$ cat config.mk
export PLATFORM = sky130hd
export DESIGN_NAME = link_tx_arbiter_flat
export DESIGN_NICKNAME = d
export VERILOG_FILES = /design/src/rtl/link_tx_arbiter_if.sv /design/src/rtl/link_tx_arbiter.sv /design/src/flat_wrapper.sv
export SDC_FILE = /design/constraint.sdc
export NUM_CORES = 1
export LEC_CHECK = 0
export ABC_AREA = 1
export ABC_CLOCK_PERIOD_IN_PS = 4300
export CORE_ASPECT_RATIO = 1.1
export CORE_MARGIN = 2
export CORE_UTILIZATION = 45
export DETAILED_ROUTE_END_ITERATION = 6
export DONT_BUFFER_PORTS = 1
export PLACE_DENSITY = 0.6
export SETUP_SLACK_MARGIN = 0.02
export SLEW_MARGIN = 0
export SYNTH_ARGS = -nofsm -noshare
export SYNTH_HDL_FRONTEND = slang
export SYNTH_SLANG_ARGS = --single-unit
export TNS_END_PERCENT = 1
$ cat constraint.sdc
create_clock -name clk_i -period 4.3 [get_ports clk_i]
set_clock_uncertainty 0.2 [all_clocks]
set_input_delay 0.645 -clock clk_i [delete_from_list [all_inputs] [get_ports clk_i]]
set_output_delay 0.645 -clock clk_i [all_outputs]
set_load 0.02 [all_outputs]
$ cat src/rtl/link_tx_arbiter_if.sv
// link_tx_arbiter_if: client request/grant signals plus the connection_module
// transmit-side registers. The arbiter connects through the master modport and
// the client/link environment through the slave modport.
interface link_tx_arbiter_if #(
  parameter int DATA_WIDTH  = 8,
  parameter int PRSCL_WIDTH = 8,
  parameter int NUM_REQ     = 4
);
  // Client side. Row k of req_data_i is requester k's word. The packed layout
  // matches a flat vector sliced as [k*DATA_WIDTH +: DATA_WIDTH].
  logic [NUM_REQ-1:0]                 req_i;
  logic [NUM_REQ-1:0][DATA_WIDTH-1:0] req_data_i;
  logic [NUM_REQ-1:0]                 gnt_o;
  logic [NUM_REQ-1:0]                 done_o;
  logic                               err_o;
  // connection_module side.
  logic [PRSCL_WIDTH-1:0]             pre_reg_o;
  logic [PRSCL_WIDTH-1:0]             cmd_reg_o;
  logic [DATA_WIDTH-1:0]              data_o;
  logic [PRSCL_WIDTH-1:0]             status_reg_i;

  modport master (
    input  req_i, req_data_i, status_reg_i,
    output gnt_o, done_o, err_o, pre_reg_o, cmd_reg_o, data_o
  );

  modport slave (
    output req_i, req_data_i, status_reg_i,
    input  gnt_o, done_o, err_o, pre_reg_o, cmd_reg_o, data_o
  );
endinterface

$ cat src/rtl/link_tx_arbiter.sv
// link_tx_arbiter: shares one connection_module transmit path among NUM_REQ
// requesters. It latches the winner's word, issues start, waits for busy to
// fall, and aborts hung transfers on timeout.
// The default build uses round-robin arbitration. Define
// LINK_ARB_FIXED_PRIO_EN for fixed priority, where the lowest index wins and
// no RR pointer exists.

// Per-requester grant level and done pulse.
module link_tx_arb_slot (
  input  logic clk_i,
  input  logic reset_i,
  input  logic sel_i,    // this requester owns the current transfer
  input  logic load_i,   // FSM in LOAD: raise grant
  input  logic fin_i,    // transfer finishing: pulse done in RELEASE
  input  logic clr_i,    // FSM in RELEASE: grant drops next cycle
  output logic gnt_o,
  output logic done_o
);
  logic gnt_q, gnt_d;
  logic done_q, done_d;

  // Grant holds from LOAD through RELEASE; done lasts one cycle.
  always_comb begin
    gnt_d = gnt_q;
    if (load_i && sel_i) gnt_d = 1'b1;
    else if (clr_i)      gnt_d = 1'b0;
    done_d = fin_i & sel_i;
  end

  // Slot registers.
  always_ff @(posedge clk_i or negedge reset_i) begin
    if (!reset_i) begin
      gnt_q  <= 1'b0;
      done_q <= 1'b0;
    end else begin
      gnt_q  <= gnt_d;
      done_q <= done_d;
    end
  end

  assign gnt_o  = gnt_q;
  assign done_o = done_q;
endmodule

module link_tx_arbiter #(
  parameter int DATA_WIDTH  = 8,
  parameter int PRSCL_WIDTH = 8,
  parameter int NUM_REQ     = 4,
  parameter int TMO_WIDTH   = 16
) (
  input  logic                   clk_i,
  input  logic                   reset_i,
  input  logic [PRSCL_WIDTH-1:0] prescl_cfg_i,
  input  logic [TMO_WIDTH-1:0]   tmo_cfg_i,
  link_tx_arbiter_if.master      bus
);
  localparam int IDX_W = $clog2(NUM_REQ);
  localparam logic [IDX_W-1:0] LAST_IDX = IDX_W'(NUM_REQ - 1);

  localparam logic [2:0] S_IDLE    = 3'd0;
  localparam logic [2:0] S_LOAD    = 3'd1;
  localparam logic [2:0] S_START   = 3'd2;
  localparam logic [2:0] S_WAIT    = 3'd3;
  localparam logic [2:0] S_ABORT   = 3'd4;
  localparam logic [2:0] S_RELEASE = 3'd5;

  localparam logic [PRSCL_WIDTH-1:0] CMD_IDLE  = '0;
  localparam logic [PRSCL_WIDTH-1:0] CMD_START = PRSCL_WIDTH'(1);
  localparam logic [PRSCL_WIDTH-1:0] CMD_ABORT = PRSCL_WIDTH'(2);
  localparam logic [PRSCL_WIDTH-1:0] PRE_ONE   = PRSCL_WIDTH'(1);

  logic [2:0]             state_q, state_d;
  logic [IDX_W-1:0]       owner_q, owner_d;
  logic [DATA_WIDTH-1:0]  data_q, data_d;
  logic [PRSCL_WIDTH-1:0] pre_q, pre_d;
  logic [PRSCL_WIDTH-1:0] cmd_q, cmd_d;
  logic                   err_flag_q, err_flag_d;
  logic                   err_q, err_d;
  logic [1:0]             st_cnt_q, st_cnt_d;
  logic [TMO_WIDTH-1:0]   tmo_cnt_q, tmo_cnt_d;
  logic [TMO_WIDTH-1:0]   tmo_inc;

  logic                   busy;
  logic                   win_vld;
  logic [IDX_W-1:0]       win_idx;
  logic                   grant_take;
  logic                   gnt_load, done_set, gnt_clr;
  logic [NUM_REQ-1:0]     gnt_w, done_w;
  logic                   unused_status;

  // Only status bit 0 (tx busy) has meaning; the other bits are ignored.
  assign busy          = bus.status_reg_i[0];
  assign unused_status = ^bus.status_reg_i[PRSCL_WIDTH-1:1];
  assign grant_take    = (state_q == S_IDLE) && win_vld && !busy;

`ifdef LINK_ARB_FIXED_PRIO_EN
  // Fixed priority: the loop runs downward so the lowest set index wins.
  always_comb begin
    win_vld = 1'b0;
    win_idx = '0;
    for (int i = NUM_REQ - 1; i >= 0; i--) begin
      if (bus.req_i[i]) begin
        win_vld = 1'b1;
        win_idx = i[IDX_W-1:0];
      end
    end
  end
`else
  logic [IDX_W-1:0] ptr_q, ptr_d;

  // Round-robin: search upward from ptr with wrap; the smallest offset wins.
  always_comb begin
    win_vld = 1'b0;
    win_idx = '0;
    for (int i = NUM_REQ - 1; i >= 0; i--) begin
      int j;
      j = int'(ptr_q) + i;
      if (j >= NUM_REQ) j = j - NUM_REQ;
      if (bus.req_i[j[IDX_W-1:0]]) begin
        win_vld = 1'b1;
        win_idx = j[IDX_W-1:0];
      end
    end
  end

  // The pointer moves just past each winner when the grant is taken.
  always_comb begin
    ptr_d = ptr_q;
    if (grant_take) ptr_d = (win_idx == LAST_IDX) ? '0 : win_idx + 1'b1;
  end

  // RR pointer register.
  always_ff @(posedge clk_i or negedge reset_i) begin
    if (!reset_i) ptr_q <= '0;
    else          ptr_q <= ptr_d;
  end
`endif

  // Saturating busy-cycle counter; it never wraps back to a false match.
  assign tmo_inc = (tmo_cnt_q == {TMO_WIDTH{1'b1}}) ? tmo_cnt_q : tmo_cnt_q + 1'b1;

  // Transfer sequencing: load, start handshake, busy wait/timeout, release.
  always_comb begin
    state_d    = state_q;
    owner_d    = owner_q;
    data_d     = data_q;
    pre_d      = pre_q;
    cmd_d      = cmd_q;
    err_flag_d = err_flag_q;
    st_cnt_d   = st_cnt_q;
    tmo_cnt_d  = tmo_cnt_q;
    gnt_load   = 1'b0;
    done_set   = 1'b0;
    gnt_clr    = 1'b0;
    case (state_q)
      S_IDLE: begin
        if (grant_take) begin
          owner_d    = win_idx;
          err_flag_d = 1'b0;
          state_d    = S_LOAD;
        end
      end
      S_LOAD: begin
        gnt_load = 1'b1;
        data_d   = bus.req_data_i[owner_q];
        pre_d    = (prescl_cfg_i == '0) ? PRE_ONE : prescl_cfg_i;
        cmd_d    = CMD_START;
        st_cnt_d = 2'd0;
        state_d  = S_START;
      end
      S_START: begin
        if (busy) begin
          cmd_d     = CMD_IDLE;
          tmo_cnt_d = '0;
          state_d   = S_WAIT;
        end else if (st_cnt_q == 2'd3) begin
          // Four start cycles without busy: give up and report failure.
          cmd_d      = CMD_IDLE;
          err_flag_d = 1'b1;
          done_set   = 1'b1;
          state_d    = S_RELEASE;
        end else begin
          st_cnt_d = st_cnt_q + 2'd1;
        end
      end
      S_WAIT: begin
        // Busy falling wins over a coincident timeout match.
        if (!busy) begin
          done_set = 1'b1;
          state_d  = S_RELEASE;
        end else begin
          tmo_cnt_d = tmo_inc;
          if ((tmo_cfg_i != '0) && (tmo_inc == tmo_cfg_i)) begin
            cmd_d   = CMD_ABORT;
            state_d = S_ABORT;
          end
        end
      end
      S_ABORT: begin
        cmd_d      = CMD_IDLE;
        err_flag_d = 1'b1;
        done_set   = 1'b1;
        state_d    = S_RELEASE;
      end
      S_RELEASE: begin
        gnt_clr = 1'b1;
        state_d = S_IDLE;
      end
      default: state_d = S_IDLE;
    endcase
    err_d = done_set & err_flag_d;
  end

  // FSM and link-facing registers. connection_module shares reset_i, so a
  // reset needs no abort toward the link.
  always_ff @(posedge clk_i or negedge reset_i) begin
    if (!reset_i) begin
      state_q    <= S_IDLE;
      owner_q    <= '0;
      data_q     <= '0;
      pre_q      <= PRE_ONE;
      cmd_q      <= CMD_IDLE;
      err_flag_q <= 1'b0;
      err_q      <= 1'b0;
      st_cnt_q   <= 2'd0;
      tmo_cnt_q  <= '0;
    end else begin
      state_q    <= state_d;
      owner_q    <= owner_d;
      data_q     <= data_d;
      pre_q      <= pre_d;
      cmd_q      <= cmd_d;
      err_flag_q <= err_flag_d;
      err_q      <= err_d;
      st_cnt_q   <= st_cnt_d;
      tmo_cnt_q  <= tmo_cnt_d;
    end
  end

  for (genvar k = 0; k < NUM_REQ; k++) begin : g_slot
    link_tx_arb_slot u_slot (
      .clk_i   (clk_i),
      .reset_i (reset_i),
      .sel_i   (owner_q == IDX_W'(k)),
      .load_i  (gnt_load),
      .fin_i   (done_set),
      .clr_i   (gnt_clr),
      .gnt_o   (gnt_w[k]),
      .done_o  (done_w[k])
    );
  end

  assign bus.gnt_o     = gnt_w;
  assign bus.done_o    = done_w;
  assign bus.err_o     = err_q;
  assign bus.pre_reg_o = pre_q;
  assign bus.cmd_reg_o = cmd_q;
  assign bus.data_o    = data_q;
endmodule

$ cat src/flat_wrapper.sv
// flat-port wrapper written by rule: the top's interface ports become plain ports
module link_tx_arbiter_flat 
#(
  parameter int DATA_WIDTH  = 8,
  parameter int PRSCL_WIDTH = 8,
  parameter int NUM_REQ     = 4,
  parameter int TMO_WIDTH   = 16
)
  (clk_i, reset_i, prescl_cfg_i, tmo_cfg_i, bus_req_i, bus_req_data_i, bus_status_reg_i, bus_gnt_o, bus_done_o, bus_err_o, bus_pre_reg_o, bus_cmd_reg_o, bus_data_o);
  link_tx_arbiter_if #(.DATA_WIDTH(DATA_WIDTH), .PRSCL_WIDTH(PRSCL_WIDTH), .NUM_REQ(NUM_REQ)) bus_i ();
  input  logic clk_i;
  input  logic reset_i;
  input  logic [PRSCL_WIDTH-1:0] prescl_cfg_i;
  input  logic [TMO_WIDTH-1:0] tmo_cfg_i;
  input wire logic [$bits(bus_i.req_i)-1:0] bus_req_i;
  input wire logic [$bits(bus_i.req_data_i)-1:0] bus_req_data_i;
  input wire logic [$bits(bus_i.status_reg_i)-1:0] bus_status_reg_i;
  output wire logic [$bits(bus_i.gnt_o)-1:0] bus_gnt_o;
  output wire logic [$bits(bus_i.done_o)-1:0] bus_done_o;
  output wire logic [$bits(bus_i.err_o)-1:0] bus_err_o;
  output wire logic [$bits(bus_i.pre_reg_o)-1:0] bus_pre_reg_o;
  output wire logic [$bits(bus_i.cmd_reg_o)-1:0] bus_cmd_reg_o;
  output wire logic [$bits(bus_i.data_o)-1:0] bus_data_o;
  assign bus_i.req_i = bus_req_i;
  assign bus_i.req_data_i = bus_req_data_i;
  assign bus_i.status_reg_i = bus_status_reg_i;
  assign bus_gnt_o = bus_i.gnt_o;
  assign bus_done_o = bus_i.done_o;
  assign bus_err_o = bus_i.err_o;
  assign bus_pre_reg_o = bus_i.pre_reg_o;
  assign bus_cmd_reg_o = bus_i.cmd_reg_o;
  assign bus_data_o = bus_i.data_o;
  link_tx_arbiter #(.DATA_WIDTH(DATA_WIDTH), .PRSCL_WIDTH(PRSCL_WIDTH), .NUM_REQ(NUM_REQ), .TMO_WIDTH(TMO_WIDTH)) u_core (.clk_i(clk_i), .reset_i(reset_i), .prescl_cfg_i(prescl_cfg_i), .tmo_cfg_i(tmo_cfg_i), .bus(bus_i));
endmodule
; ---- Word level (Yosys, flattened, before mapping)
; Index checks and enable logic that the tools add are counted.
[totals]
reg_bits = 59
inputBits = 70
out_inout_bits = 33
wordCells = 143
[classes]
addsub = 10
n_lt_le_gt_ge = 9
n_eq_ne = 20
muxes = 57
bitwise_logic = 5
reduce_logical = 24
[ops]
columns = cell, count
row1 = 16-bit two-way mux, 3
row2 = 8-bit two-way mux, 6
row3 = 16-bit one-hot mux with 2 select lines, 1
row4 = 8-bit one-hot mux with 4 select lines, 1
row5 = 2-bit two-way mux, 11
row6 = 1-bit two-way mux, 21
row7 = 16-bit by 1-bit adder with 16-bit output (second input constant), 1
row8 = 8-bit binary-select mux with 2-bit select, 1
row9 = 16-bit equality test, 1
row10 = 16-bit equality test (second input constant), 1
row11 = 16-bit nonzero test, 1
row12 = 2-bit by 3-bit < comparator with 1-bit output (second input constant), 5
row13 = 3-bit two-way mux, 5
row14 = 3-bit one-hot mux with 5 select lines, 1
row15 = 2-bit nonzero test, 6
row16 = 3-bit greater-or-equal comparator (second input constant), 3
row17 = 3-bit AND reduction, 3
row18 = 1-bit binary-select mux with 2-bit select, 4
row19 = 2-bit equality test (second input constant), 4
row20 = 8-bit logical NOT, 1
row21 = 2-bit inequality test (second input constant), 4
row22 = 2-bit by 1-bit subtractor with 2-bit output (second input constant), 4
row23 = 1-bit logical AND, 7
row24 = 2-bit by 2-bit adder with 3-bit output (second input constant), 2
row25 = 18 further kinds, 28

; ---- Depth between registers and ports, before layout
[logic_depth]
word_depth = 14
mapped_depth = 17

; ---- Modules after synthesis
; From an unflattened synthesis, not the netlist that was laid out.
[unflattened]
hier_cells = 509
area_unflattened_um2 = 3427.0
[modules_own_cells]
columns = mod, instances, cells_each, area_each_um2, seq_area_each_um2
row1 = link_tx_arbiter, 1, 477, 3136.8, 1127.3
row2 = link_tx_arb_slot, 4, 8, 72.6, 50.0

; ---- Worst setup path after synthesis
; No wires, ideal clock.
[synth_path]
path_kind = input to register
start = input port bus_req_i[3]
end = register u_core.ptr_q[1]
setup_time_ns = 0.116
arrival_ns = 1.755
required_ns = 3.984
slack_ns = 2.229
cell_stages = 10
path_cell_list = or2_1 > o21ai_0 > inv_1 > nor2_2 > a21oi_1 > a21oi_1 > o21ai_0 > ha_1 > nand2_1 > nand2_1
[synth_between]
elab_chain_len = 8
elab_cells_between_ends = 21
[synth_lines]
columns = element, line_no
row1 = start: declaration, flat_wrapper.sv:15  ; input wire logic [$bits(bus_i.req_i)-1:0] bus_req_i;
row2 = 1-bit binary-select mux with 2-bit select, link_tx_arbiter.sv:119  ; if (bus.req_i[j[IDX_W-1:0]]) begin
row3 = 1-bit two-way mux (implied by the code), link_tx_arbiter.sv:119
row4 = 2-bit two-way mux (3 in series), link_tx_arbiter.sv:119
row5 = 2-bit two-way mux (*), link_tx_arbiter.sv:119
row6 = via u_core.win_idx[0], link_tx_arbiter.sv:85  ; logic [IDX_W-1:0] win_idx;
row7 = 2-bit by 1-bit adder with 2-bit output or 2-bit equality test (tied branches), link_tx_arbiter.sv:129  ; if (grant_take) ptr_d = (win_idx == LAST_IDX) ? '0 : win_idx + 1'b1;
row8 = 2-bit two-way mux (*), link_tx_arbiter.sv:129
row9 = end signal: assignment, link_tx_arbiter.sv:135  ; else ptr_q <= ptr_d;
row10 = end: declaration, link_tx_arbiter.sv:109  ; logic [IDX_W-1:0] ptr_q, ptr_d;
; The timed path passes the listed nets; every way through them passes the cells marked *. The select of a mux whose other input is x is not followed.
; A chain may end at the register's enable or synchronous reset.

; ---- Final worst setup path
[layout_path]
start = register u_core.tmo_cnt_q[0]
end = register u_core.cmd_q[0], in the netlist u_core.bus.cmd_reg_o[0]
[layout_between]
elab_chain_len = 6
elab_cells_between_ends = 7
[layout_lines]
columns = element, line_no
row1 = start: declaration, link_tx_arbiter.sv:80  ; logic [TMO_WIDTH-1:0] tmo_cnt_q, tmo_cnt_d;
row2 = start signal: assignment, link_tx_arbiter.sv:236  ; tmo_cnt_q <= tmo_cnt_d;
row3 = 16-bit by 1-bit adder with 16-bit output or 16-bit equality test (tied branches), link_tx_arbiter.sv:140  ; assign tmo_inc = (tmo_cnt_q == {TMO_WIDTH{1'b1}}) ? tmo_cnt_q : tmo_cnt_q + 1'b1;
row4 = 16-bit two-way mux (*), link_tx_arbiter.sv:140
row5 = 16-bit equality test (*), link_tx_arbiter.sv:193  ; if ((tmo_cfg_i != '0) && (tmo_inc == tmo_cfg_i)) begin
row6 = 1-bit logical AND (*), link_tx_arbiter.sv:193
row7 = 2-bit by 1-bit inequality test with 1-bit output (no source line) (*), n/a
row8 = 4-bit AND reduction (no source line) (*), n/a
row9 = end signal: assignment, link_tx_arbiter.sv:232  ; cmd_q <= cmd_d;
row10 = end: declaration, link_tx_arbiter.sv:76  ; logic [PRSCL_WIDTH-1:0] cmd_q, cmd_d;
; Every way passes the cells marked *; elsewhere a longest branch is shown, timed or not.

==> summary.log <==
[status] status completed
[critical_path] cell-by-cell listing of the critical path ha_1, nand3_2, nor2_1, nand3_1, nand2_1, nand2_1, nand2_1, nand2_1, nor2_1, nand2_1, nor2_2, nand4_1, nand3_1, nand2_1
[pwr] Worst VDD drop 348 uV
[detailed_routing] via-per-instance ratio 5.03
[clock_tree] CTS tree yes
[floorplan] initial cell density of the core 0.469
[detailed_routing] sum of routed wire length over all layers 8.44 mm
[sta] worst-case headroom to the max-slew limit 0.570
[placed_design] dpl hpwl 6.46 mm
[placed_design] Post-Place Cells 612
[detailed_routing] violation count after the first detailed-route iteration 143
[clock_tree] total number of clock tree sinks 53
[clock_tree] total of cells resized after clock tree synthesis 0
[global_routing] initial antenna violation count 0
[sta] endpoints failing setup 0
[floorplan] top-level I/O count 103
[critical_path] peak fanout along the critical path 5
[logic_synthesis] area fraction in and, or, nand and nor cells after synthesis 0.400
[critical_path] Startpoint Class flip-flop
[sta] unrepaired setup endpoints after global routing false
[finish] P&R area growth vs syn 4.51%
[logic_synthesis] mux share of post-synthesis cell area 0
[logic_synthesis] Distinct cells, synth 36
[detailed_routing] number of remaining DRC errors 0
[clock_tree] total of hold buffers inserted after clock tree synthesis 2
[sta] Max Slew Vio Count 0
[global_routing] gr ovfl total 0
[floorplan] Die Ht 96.8 um
[sta] peak clock frequency supported by timing 0.398 GHz
[critical_path] category of the most critical setup path flip-flop to flip-flop
[finish] Layout Nets 589
[floorplan] Die X 88.4 um
[floorplan] number of cell rows 33
[global_routing] GRT Util Overall 0.203
[worst_hold_path] class of the tightest hold or removal check input pin to flip-flop
[finish] fraction of layout instances using a drive strength above 1 0.0851
[finish] post-route non-filler standard cell count 622
[logic_synthesis] Cell Area, Synth 0.00352 mm2
[logic_synthesis] post-synthesis instance total 522
[sta] pin slew with the least headroom to its limit 0.643 ns
[logic_synthesis] part of the Yosys area used for sequential elements 0.377
[floorplan] core region area 0.00751 mm2
[logic_synthesis] synthesis warning total 0
[pwr] sequential share of power 0.459
[clock_tree] master cell of the clock root buffer clkbuf_8
[clock_tree] clk buf depth 2
[pwr] Static Leakage 0.00190 uW
[clock_tree] Inserted Clock Buffers 5
[pwr] combinational share of power 0.387
[critical_path] endpoint kind of the worst setup timing path flip-flop
[floorplan] die area 0.00856 mm2
[clock_tree] setup repair bufs after CTS 0
[critical_path] critical path data required time 4.29 ns
[logic_synthesis] flip-flop and latch count after synthesis 53
[pwr] total power consumption of the routed design 2040 uW
[critical_path] endpoint arrival time on the critical path 2.50 ns
[global_routing] number of global-route vias before repair 2,982
[logic_synthesis] largest family of logic cells by synthesized area simple AND/OR/NAND/NOR gates
[detailed_routing] remaining antenna violation count after routing 0
[critical_path] dominant cell type by count on the critical path nand2_1
[logic_synthesis] compound-cell area share of the yosys netlist 0.0827
[global_routing] global-route wire length before repair 13.9 mm
[sta] count of final hold-check violations 0
[sta] min Tclk post-route 2.51 ns
[clock_tree] clk_lat worst skew 0.31 ns
[logic_synthesis] Syn Area/Cell 6.75 um2
[logic_synthesis] cell types occupying the most area after synthesis dfrtp_1 (37%), nand2_1 (20%), inv_1 (7.2%), nor2_1 (5.0%), nand3_1 (4.0%)
[global_routing] maximum number of pins on one net before global-route repair 54
[detailed_routing] Wirelength per Cell 13.6 um
[critical_path] biggest cell delay along the critical path 0.42 ns
[pwr] Power Dens Cells 555 mW/mm2
[logic_synthesis] parity-gate share of the synthesized area counting xor and xnor cells 0.00994
[detailed_routing] number of vias after detailed routing 3,126
[detailed_routing] first-pass iteration count of the detailed router 4
[pwr] Net Sw Power 973 uW
[pwr] switching power share of the total 0.476
[placed_design] PortBufs 0
[pwr] total internal power 1070 uW
[critical_path] master of the slowest instance on the critical path dfrtp_1
[logic_synthesis] post-synthesis cell type with the largest combined area dfrtp_1
[placed_design] Routability Congestion 0.863
[logic_synthesis] adder and majority gate portion of the synthesized area 0.0106
[sta] fin crit share 0.584
[finish] layout filler cell count 787
[pwr] relative contribution of the clock network to total power 0.154
[run] max-cap violations 0
[finish] Antenna Cells 0
[logic_synthesis] share of Yosys cell area claimed by the top area cell type 0.369
[clock_tree] deepest level of the CTS H-tree 2
[sta] summed negative setup slack over all endpoints 0 ns
[clock_tree] clk slew on worst S/H paths 0.10 ns
[power groups by stage]
stage | Clock (uW) | Combinational, uW | Sequential, uW
after global routing | 342 | 926 | 964
after detailed placement | 0 | 783 | 946
after CTS | 327 | 798 | 940
after global placement | 0 | 764 | 949
final | 315 | 792 | 938
after floorplan | 0 | 728 | 853
[worst paths after layout]
path / startpoint / cells past startpoint / slack, ns / endpoint
min in group asynchronous: reset_i / 2 / 0.68 / u_core.tmo_cnt_q[7]
min reg2reg: u_core.err_flag_q / 2 / 0.28 / u_core.err_flag_q
max: u_core.tmo_cnt_q[0] / 14 / 1.79 / u_core.bus.cmd_reg_o[0]
min: prescl_cfg_i[4] / 2 / 0.24 / u_core.bus.pre_reg_o[4]
max reg2reg: u_core.tmo_cnt_q[0] / 14 / 1.79 / u_core.bus.cmd_reg_o[0]
max in group asynchronous: reset_i / 2 / 2.90 / u_core.bus.pre_reg_o[0]
[layer usage]
layer | global-route usage | vias up | wire (um)
met5 | 0 | - | 0
met4 | 0.0396 | 0 | 100
met3 | 0.0461 | 8 | 541
met2 | 0.341 | 88 | 4030
met1 | 0.266 | 1418 | 3760
li1 | - | 1612 | -
[layout by cell type, fill, tap and decap left out, types with 3 or more instances in the layout]
| cell | instances |
|---|---|
| buf_4 | 3 |
| nor3_1 | 6 |
| inv_1 | 68 |
| dfrtp_1 | 52 |
| conb_1 | 6 |
| nor2_2 | 6 |
| o22ai_1 | 8 |
| nand2_2 | 11 |
| o21ai_0 | 22 |
| nand4_1 | 16 |
| nand2_4 | 3 |
| nor2_4 | 6 |
| clkbuf_8 | 6 |
| xor2_1 | 3 |
| nor4_1 | 3 |
| nand2_1 | 184 |
| nand3_1 | 28 |
| nor2_1 | 47 |
| ha_1 | 3 |
| a21oi_1 | 12 |
[logic make-up (layout without fill, tap and decap cells)]
| family | Yosys count | count (layout) |
|---|---|---|
| AOI/OAI and AO/OA | 51 | 51 |
| buffers and inverters | 94 | 84 |
| DFF | 53 | 53 |
| adders and majority gates | 3 | 3 |
| and+or+nand+nor | 316 | 316 |
| other | 1 | 6 |
| xor gates and xnor gates | 4 | 4 |
[critical path: cells and delay by family, from the launching register on]
family,cells,cell delay [ns]
flip-flops,1,0.42
adder cells (fa/ha/maj),1,0.29
AND/OR/NAND/NOR,13,1.48
[flip-flops by register name, indices dropped and copies added (netlist names)]
signal and flops:
u_core.bus.cmd_reg_o 2, u_core.bus.data_o 8, u_core.g_slot.u_slot.done_o 4, u_core.owner_q 2, u_core.err_flag_q 1, u_core.bus.pre_reg_o 8
u_core.g_slot.u_slot.gnt_o 4, u_core.bus.err_o 1, u_core.ptr_q 2, u_core.state_q 3, u_core.st_cnt_q 2, u_core.tmo_cnt_q 16
[stage by stage]
stage / cell area (um2) / hold WS [ns] / setup slack (ns) / util
global placement: 3550 / 0.151 / 1.82 / 0.472
global route: 3680 / 0.244 / 1.55 / 0.490
floorplan: 3540 / 0.149 / 2.23 / -
CTS: 3680 / 0.231 / 1.78 / 0.490
finish: 3680 / 0.242 / 1.79 / 0.490
detailed placement: 3550 / 0.151 / 1.80 / 0.472
[cell type report]
type | instances | area [um2] | area share
Clock buffer | 6 | 82.6 | 0.0224
Clock inverter | 2 | 17.5 | 0.00476
Multi-Input combinational cell | 380 | 1800 | 0.488
Inverter | 71 | 267 | 0.0724
Timing Repair Buffer | 5 | 60.1 | 0.0163
Tap cell | 105 | 131 | 0.0357
Sequential cell | 53 | 1330 | 0.360
[synthesized netlist by cell type, drive strengths merged]
| library cell | n |
|---|---|
| buf | 17 |
| nand2 | 198 |
| o21ai | 25 |
| xnor2 | 1 |
| o22ai | 8 |
| a21boi | 1 |
| dfstp | 1 |
| nor4 | 3 |
| inv | 69 |
| a41oi | 1 |
| nor2 | 59 |
| clkbuf | 6 |
| ha | 3 |
| or2 | 2 |
| o21a | 1 |
| nor3 | 6 |
| a21oi | 12 |
| conb | 1 |
| xor2 | 3 |
| clkinv | 2 |
| dfrtp | 52 |
| a22o | 2 |
| a22oi | 1 |
| nand4 | 16 |
| nand3b | 2 |
| nand3 | 30 |
(Power assumes the default switching activity.)
